$ cat src/rtl/pipe_stage_reg_pkg.sv
// Shared widths, control-bit indices and skid-state encoding for the
// inter-stage pipeline registers.
package pipe_pkg;

   // Payload widths per pipeline boundary
   localparam int IFID_PAYLOAD_W  = 64;   // pc4, ir
   localparam int IDEX_PAYLOAD_W  = 160;  // ir, pc4, rs, rt, imm
   localparam int EXMEM_PAYLOAD_W = 97;   // ir, aluout, rt, zero
   localparam int MEMWB_PAYLOAD_W = 96;   // ir, aluout, memdata

   // Control widths per pipeline boundary
   localparam int IFID_CTRL_W  = 1;
   localparam int IDEX_CTRL_W  = 9;
   localparam int EXMEM_CTRL_W = 6;
   localparam int MEMWB_CTRL_W = 2;

   // Bit positions inside the EX/MEM control vector
   localparam int CTRL_JUMP     = 0;
   localparam int CTRL_BRANCH   = 1;
   localparam int CTRL_REGWRITE = 2;
   localparam int CTRL_MEMWRITE = 3;
   localparam int CTRL_MEMREAD  = 4;
   localparam int CTRL_MEMTOREG = 5;

   // Occupancy of the two-entry skid datapath
   typedef enum logic [1:0] {
      SKID_EMPTY = 2'd0,
      SKID_ONE   = 2'd1,
      SKID_TWO   = 2'd2
   } skid_state_t;

endpackage

$ cat src/rtl/pipe_stage_reg_sat_counter.sv
// Saturating up-counter used for the stall-cycle performance count.
module sat_counter
   import pipe_pkg::*;
#(
   parameter int W = 16
) (
   input  logic         clk,
   input  logic         rst,
   input  logic         inc,
   output logic [W-1:0] count
);

   // Count up on inc, hold at all-ones, clear on reset
   always_ff @(posedge clk) begin
      if (rst) begin
         count <= '0;
      end else if (inc && (count != '1)) begin
         count <= count + W'(1);
      end
   end

endmodule

$ cat src/rtl/pipe_stage_reg.sv
// Clocked pipeline stage register with valid/ready handshake, flush,
// bubble-gated control bits and an optional two-entry skid buffer.
module pipe_stage_reg
   import pipe_pkg::*;
#(
   parameter int PAYLOAD_W   = EXMEM_PAYLOAD_W,
   parameter int CTRL_W      = EXMEM_CTRL_W,
   parameter int SKID        = 1,
   parameter int STALL_CNT_W = 16
) (
   input  logic                   clk,
   input  logic                   rst,
   input  logic                   in_valid,
   output logic                   in_ready,
   input  logic [PAYLOAD_W-1:0]   in_payload,
   input  logic [CTRL_W-1:0]      in_ctrl,
   output logic                   out_valid,
   input  logic                   out_ready,
   output logic [PAYLOAD_W-1:0]   out_payload,
   output logic [CTRL_W-1:0]      out_ctrl,
   input  logic                   flush,
   output logic [STALL_CNT_W-1:0] stall_cnt
);

   logic                 head_valid;
   logic [PAYLOAD_W-1:0] head_payload;
   logic [CTRL_W-1:0]    head_ctrl;
   logic                 stall_inc;

   generate
      if (SKID == 0) begin : g_single
         logic                 valid_q;
         logic [PAYLOAD_W-1:0] payload_q;
         logic [CTRL_W-1:0]    ctrl_q;
         logic                 accept;

         assign in_ready = !valid_q || out_ready;
         assign accept   = in_valid && in_ready;

         // Single register: load on accept, empty on release without refill
         always_ff @(posedge clk) begin
            if (rst) begin
               valid_q   <= 1'b0;
               payload_q <= '0;
               ctrl_q    <= '0;
            end else if (flush) begin
               valid_q <= 1'b0;
               ctrl_q  <= '0;
            end else if (accept) begin
               valid_q   <= 1'b1;
               payload_q <= in_payload;
               ctrl_q    <= in_ctrl;
            end else if (valid_q && out_ready) begin
               valid_q <= 1'b0;
            end
         end

         assign head_valid   = valid_q;
         assign head_payload = payload_q;
         assign head_ctrl    = ctrl_q;
      end else begin : g_skid
         skid_state_t          state;
         logic [PAYLOAD_W-1:0] main_payload, skid_payload;
         logic [CTRL_W-1:0]    main_ctrl, skid_ctrl;
         logic                 ready_q;
         logic                 accept;

         assign accept = in_valid && ready_q;

         // Main/skid occupancy FSM; in_ready is registered and drops only in TWO
         always_ff @(posedge clk) begin
            if (rst) begin
               state        <= SKID_EMPTY;
               main_payload <= '0;
               main_ctrl    <= '0;
               skid_payload <= '0;
               skid_ctrl    <= '0;
               ready_q      <= 1'b1;
            end else if (flush) begin
               state     <= SKID_EMPTY;
               main_ctrl <= '0;
               skid_ctrl <= '0;
               ready_q   <= 1'b1;
            end else begin
               case (state)
                  SKID_EMPTY: begin
                     if (accept) begin
                        main_payload <= in_payload;
                        main_ctrl    <= in_ctrl;
                        state        <= SKID_ONE;
                     end
                  end
                  SKID_ONE: begin
                     if (accept && out_ready) begin
                        main_payload <= in_payload;
                        main_ctrl    <= in_ctrl;
                     end else if (accept) begin
                        skid_payload <= in_payload;
                        skid_ctrl    <= in_ctrl;
                        state        <= SKID_TWO;
                        ready_q      <= 1'b0;
                     end else if (out_ready) begin
                        state <= SKID_EMPTY;
                     end
                  end
                  SKID_TWO: begin
                     if (out_ready) begin
                        main_payload <= skid_payload;
                        main_ctrl    <= skid_ctrl;
                        state        <= SKID_ONE;
                        ready_q      <= 1'b1;
                     end
                  end
                  default: begin
                     state   <= SKID_EMPTY;
                     ready_q <= 1'b1;
                  end
               endcase
            end
         end

         assign in_ready     = ready_q;
         assign head_valid   = (state != SKID_EMPTY);
         assign head_payload = main_payload;
         assign head_ctrl    = main_ctrl;
      end
   endgenerate

   assign out_valid   = head_valid;
   assign out_payload = head_payload;
   assign out_ctrl    = head_ctrl & {CTRL_W{head_valid}};

   assign stall_inc = head_valid && !out_ready && !flush;

   sat_counter #(.W(STALL_CNT_W)) u_stall_cnt (
      .clk   (clk),
      .rst   (rst),
      .inc   (stall_inc),
      .count (stall_cnt)
   );

endmodule

$ cat config.mk
export PLATFORM = sky130hd
export DESIGN_NAME = pipe_stage_reg
export DESIGN_NICKNAME = d
export VERILOG_FILES = /design/src/rtl/pipe_stage_reg_pkg.sv /design/src/rtl/pipe_stage_reg_sat_counter.sv /design/src/rtl/pipe_stage_reg.sv
export SDC_FILE = /design/constraint.sdc
export NUM_CORES = 1
export LEC_CHECK = 0
export CAP_MARGIN = 5
export CELL_PAD_IN_SITES_DETAIL_PLACEMENT = 1
export CELL_PAD_IN_SITES_GLOBAL_PLACEMENT = 2
export CORE_MARGIN = 5
export CORE_UTILIZATION = 32
export DETAILED_ROUTE_END_ITERATION = 12
export GPL_TIMING_DRIVEN = 0
export PLACE_DENSITY = 0.93
export SKIP_LAST_GASP = 1
export SYNTH_ARGS = -nofsm -noshare
export SYNTH_HDL_FRONTEND = slang
export SYNTH_SLANG_ARGS = --single-unit
$ cat constraint.sdc
create_clock -name clk -period 2.6 [get_ports clk]
set_clock_uncertainty 0.05 [all_clocks]
set_input_delay 0.52 -clock clk [delete_from_list [all_inputs] [get_ports clk]]
set_output_delay 0.52 -clock clk [all_outputs]
set_load 0.05 [all_outputs]
After elaboration in Yosys (flattened, before gate mapping). Cells that the tools add are included.

Add/subtract/negate cells: 1. Equal/unequal tests: 9. Mux-type cells: 18. Bitwise gates (word level): 4. Reduce and logical (&&, ||, !) cells: 17.

Operators with widths (number): $mux 97 (3); $pmux 97 s3 (1); $mux 6 (3); $pmux 6 s3 (1); $add 16x1->16 const B (1); $ne 16x16->1 const B (1); $reduce_and 4->1 (4); $mux 2 (5); $ne 2x2->1 const B (5); $and 6x6->6 (1); $pmux 2 s3 (1); $logic_and 1x1->1 (5); $reduce_and 5->1 (1); $mux 1 (3); $ne 3x3->1 const B (1); $not 1->1 (3); $pmux 1 s3 (1); $reduce_and 3->1 (1); $reduce_bool 3->1 (1); $eq 2x1->1 const B (1); $eq 2x2->1 const B (1); $logic_not 1->1 (2); $logic_not 2->1 (1); $reduce_bool 2->1 (1); $reduce_or 2->1 (1).

Register bits: 225. Input port bits: 108. Output and inout port bits: 121. Logic and storage cells: 56.

Longest topological paths before layout.
Word-level depth: 4. Depth in mapped cells: 7.

Hierarchy. From an unflattened synthesis, not the netlist that was laid out.

Cell total of the unflattened synthesis: 1034. Area, all modules: 9337.7 um2.

Modules (own cells, without submodules): pipe_stage_reg (instances 1, cells each 935, area an instance 8489.4 um2, sequential area each 4184.0 um2); sat_counter (instances 1, cells each 99, area an instance 848.3 um2, sequential area each 320.3 um2).

Least setup slack after synthesis. Ideal clock, no wire load.

Path type: register to register. Start point: reg u_stall_cnt.count[3]. End point: reg u_stall_cnt.count[11]. Arrival: 1.974 ns. Setup slack: 0.456 ns. Stages on the path, launching flop included: 6. Path buffers: 1. Period minus slack after synthesis: 2.144 ns. Path through: dfxtp_1 -> nand4_4 -> or2_0 -> clkbuf_2 -> nor4_1 -> mux2_2.

Word-level cells in the longest chain between the ends: 2.

RTL lines: from (decl) (RTL line pipe_stage_reg_sat_counter.sv:10) `output logic [W-1:0] count`; from (signal assigned) (RTL line pipe_stage_reg_sat_counter.sv:18) `count <= count + W'(1);`; parallel branches: the longest is 2 deep, another holds $add 16x1->16.

Parallel ways; which one is timed is not known. A chain may end at the register's enable or synchronous reset.

Worst setup path in the final report.
Start point: in in_valid. End point: reg g_skid.main_ctrl[3].

Word-level cells in the longest chain between the ends: 4.

RTL lines: from (decl) (RTL line pipe_stage_reg.sv:13) `input logic in_valid,`; $logic_and 1x1->1 * (RTL line pipe_stage_reg.sv:68) `assign accept = in_valid && ready_q;`; $logic_and 1x1->1 (RTL line pipe_stage_reg.sv:94) `if (accept && out_ready) begin`; $ne 2x2->1 (no line); $reduce_and 4->1 (no line) *; to (signal assigned) (RTL line pipe_stage_reg.sv:89) `main_ctrl <= in_ctrl;`; to (signal assigned) (RTL line pipe_stage_reg.sv:96) `main_ctrl <= in_ctrl;`; to (signal assigned) (RTL line pipe_stage_reg.sv:109) `main_ctrl <= skid_ctrl;`; to (decl) (RTL line pipe_stage_reg.sv:64) `logic [CTRL_W-1:0] main_ctrl, skid_ctrl;`.

Mark *: on every way between the ends. The rest lies on a longest branch, timed or not.

==> flow_summary.json <==
{
  "status": "finished clean",
  "drv_cap": 0,
  "cp-startpoint": "in_valid",
  "grt-ovfl-total": 0,
  "syn_nets": 1173,
  "cts_buffers": 26,
  "final_area_um2": 12900,
  "die_area_um2": 33000,
  "grt_pass1_wl_um": 52100,
  "ant_nets": 0,
  "wl_um": 33000,
  "die_h_um": 182,
  "viasPerCell": 5.20,
  "max_freq_mhz": 396,
  "ys_seq_area_share_pct": 47.8,
  "switching_share_pct": 28.3,
  "critPathSlowestCell": "clkdlybuf4s50_1",
  "r2r_cells": 5,
  "setup_violations": 0,
  "layout_setup_ws_ps": 72.3,
  "place_area_um2": 12200,
  "slew_headroom_pct": 46.2,
  "setup.worst_path.end": "g_skid.main_ctrl[3]",
  "clockBufferDepth": 3,
  "r2r_start": "g_skid.state[1]",
  "die_width_um": 182,
  "ios": 229,
  "power_switching_mw": 2.38,
  "path_max_fanout": 10,
  "grt_antenna_before_repair": 2,
  "dp.cells": 1675,
  "syn_avg_cell_area_um2": 8.85,
  "area_growth_syn_to_layout_pct": 37.2,
  "root_buffer": "clkbuf_16",
  "synth.area.top_cells": "dfxtp_1, mux2i_1, a21oi_1, a311oi_1, nand2_1",
  "peakVddDrop_uv": 400,
  "drtIter0Drc": 355,
  "vias": 8937,
  "synth_top_area_share_pct": 47.8,
  "startpoint_type": "input pin",
  "pwr-share-comb_pct": 16.2,
  "synth_top_area_cell": "dfxtp_1",
  "power_frac_seq_pct": 43.5,
  "worstReg2RegEnd": "g_skid.main_ctrl[3]",
  "coreArea_um2": 28900,
  "clock_latency_ps": 530,
  "fin_total_pwr_mw": 8.39,
  "met3_length_um": 2220,
  "max_slew.worst_pin.slew_ps": 806,
  "synth_cell_types": 43,
  "cellPowerDensity_nw_per_um2": 649,
  "hp-class": "register to register",
  "io_buffers": 227,
  "timing.final.crit_share_pct": 97.2,
  "crit_chain": "clkdlybuf4s50_1, nand3b_1, o22ai_4, buf_4, clkbuf_1, a311oi_1",
  "nNetsFinal": 1428,
  "critical_path_required_ps": 2910,
  "clkSlewWorstSetupHoldPaths_ps": 50,
  "grt_pass1_vias": 9415,
  "postLayoutCoreUtil_pct": 44.8,
  "row_count": 62,
  "dp_worst_setup_slack_ps": -559,
  "p_leak_nw": 4.95,
  "ys.flop_type": "dfxtp_1",
  "avgRoutedWirePerCell_um": 19.2,
  "power_frac_clock_pct": 40.3,
  "internal_power_mw": 6.01,
  "ff2ff_setup_slack_ps": 200,
  "crit_cells": 6,
  "fin_hold_ws_ps": 401,
  "cts.sinks": 225,
  "synth_edf_count": 0,
  "initial_utilization_pct": 32.6,
  "hold_viol": 0,
  "routed.top_layer": "met5",
  "synth-seq-cells": 225,
  "track_usage_pct": 19.1,
  "yosysWarnings": 0,
  "holdBufCountCts": 0,
  "final_cells": 1719,
  "wl_met2_um": 16100,
  "rsz0062_at_grt": "yes",
  "syn_inst": 1064,
  "path_delay_family": "buffers and inverters",
  "cts_tree": "done",
  "wl_met1_um": 14100,
  "dpl.hpwl_um": 24300,
  "crit_type": "input pin to register",
  "setup_tns_ps": 0,
  "final_max_slew_viol_count": 0,
  "end_kind": "register",
  "cpPeakStageDelay_ps": 540,
  "layout-drive-gt1-share_pct": 6.67,
  "h-tree-depth": 1,
  "path_buf_inv": 3,
  "netlist_area_um2": 9420,
  "grt_max_degree": 14,
  "synth-async-reset-ratio_pct": 0,
  "drc": 0,
  "drt_pass1_iterations": 4,
  "fin_crit_ps": 2530,
  "finalWeightedCongestion": 0.807,
  "cp.arrival_ps": 2840
}
-- power groups by stage --
stage / sequential, mW / clock, mW / combinational [mW]
after floorplan: 4.09 / 0 / 0.398
after global placement: 3.72 / 0 / 1.34
after detailed placement: 3.72 / 0 / 1.36
after CTS: 3.65 / 3.48 / 1.37
after global routing: 3.66 / 3.61 / 1.44
final: 3.65 / 3.38 / 1.36
-- final cells by class --
type	instances	area, um2
fillers	3378	15900
clock buffers	38	736
diodes	1	2.50
clock inverters	5	36.3
plain buffers	105	443
flip-flops and latches	225	4500
well taps	384	480
inverters	6	22.5
repair buffers	227	2240
multi-input cells	728	4460
-- worst reg2reg max path, cell delays in order (launching register included) --
cell and delay [ps]:
dfxtp_1 350, nand3b_1 330, o22ai_4 480, buf_4 350, clkbuf_1 500, a311oi_1 180
-- synthesized netlist by cell type, types with 3 or more instances --
library cell,number
inv_1,5
nand4_1,5
nand2_1,215
o21ai_0,5
dfxtp_1,225
nor4_1,6
nor2_1,22
mux2_2,4
a311oi_1,103
and2_1,8
clkbuf_1,72
nor2b_1,6
or2_2,3
o31ai_1,5
nand3_1,4
a21oi_1,205
or4_1,3
buf_2,28
nor3_1,5
buf_4,3
mux2i_1,103
or3_1,5
-- metal layers --
metal	up-vias	GRT usage, %
met5	-	0
met3	45	4.72
met2	209	33.7
met1	4328	23.8
met4	2	3.90
li1	4353	-
-- sequential cells by signal, summed over array words and instances (netlist names) --
| signal | flops |
|---|---|
| g_skid.skid_payload | 97 |
| out_payload | 97 |
| u_stall_cnt.count | 16 |
| g_skid.main_ctrl | 6 |
| g_skid.skid_ctrl | 6 |
| g_skid.state | 2 |
| in_ready | 1 |
-- logic make-up (layout without fill, tap and decap cells) --
group	count (synthesis)	count (layout)	synth area share [%]
AO/OA/AOI/OAI	323	323	21.7
XOR/XNOR	1	1	0.0930
adder cells (fa/ha/maj)	1	1	0.133
buffers and inverters	111	381	4.93
flip-flops	225	225	47.8
multiplexers	108	108	11.5
other	0	1	0
AND/OR/NAND/NOR	295	295	13.8
-- repair_timing --
item,in CTS,in global routing
gates resized for setup,7,15
setup buffers,0,0
pin swaps,0,0
endpoints found under the setup margin,7,37
-- placed cells by master (no fill, tap or decap), drive strengths merged, types with 2 or more instances in the layout --
| cell type | netlist | final |
|---|---|---|
| nand2 | 215 | 215 |
| or2 | 4 | 4 |
| o31ai | 5 | 5 |
| nor4 | 8 | 8 |
| or4 | 3 | 3 |
| buf | 32 | 32 |
| mux2 | 5 | 5 |
| clkbuf | 73 | 117 |
| and2 | 8 | 8 |
| o21ai | 5 | 5 |
| clkdlybuf4s50 | 0 | 220 |
| nor3 | 7 | 7 |
| nand2b | 2 | 2 |
| nor2 | 23 | 23 |
| inv | 5 | 5 |
| a21oi | 205 | 205 |
| nand3 | 4 | 4 |
| nand4 | 6 | 6 |
| nor2b | 6 | 6 |
| or3 | 5 | 5 |
| nand3b | 2 | 2 |
| a311oi | 103 | 103 |
| clkinv | 1 | 6 |
| mux2i | 103 | 103 |
| dfxtp | 225 | 225 |
-- worst min path at each step --
stage                     slack (ps)  cells after the start                      end                    start
after floorplan                  390                      2   g_skid.skid_payload[0]   g_skid.skid_payload[0]
after global placement           390                      2  g_skid.skid_payload[21]  g_skid.skid_payload[21]
after detailed placement         400                      2  g_skid.skid_payload[93]  g_skid.skid_payload[93]
after CTS                        400                      2  g_skid.skid_payload[93]  g_skid.skid_payload[93]
after global routing             420                      2  g_skid.skid_payload[89]  g_skid.skid_payload[89]
final                            400                      2  g_skid.skid_payload[72]  g_skid.skid_payload[72]
Power figures use the tool's default switching activity.
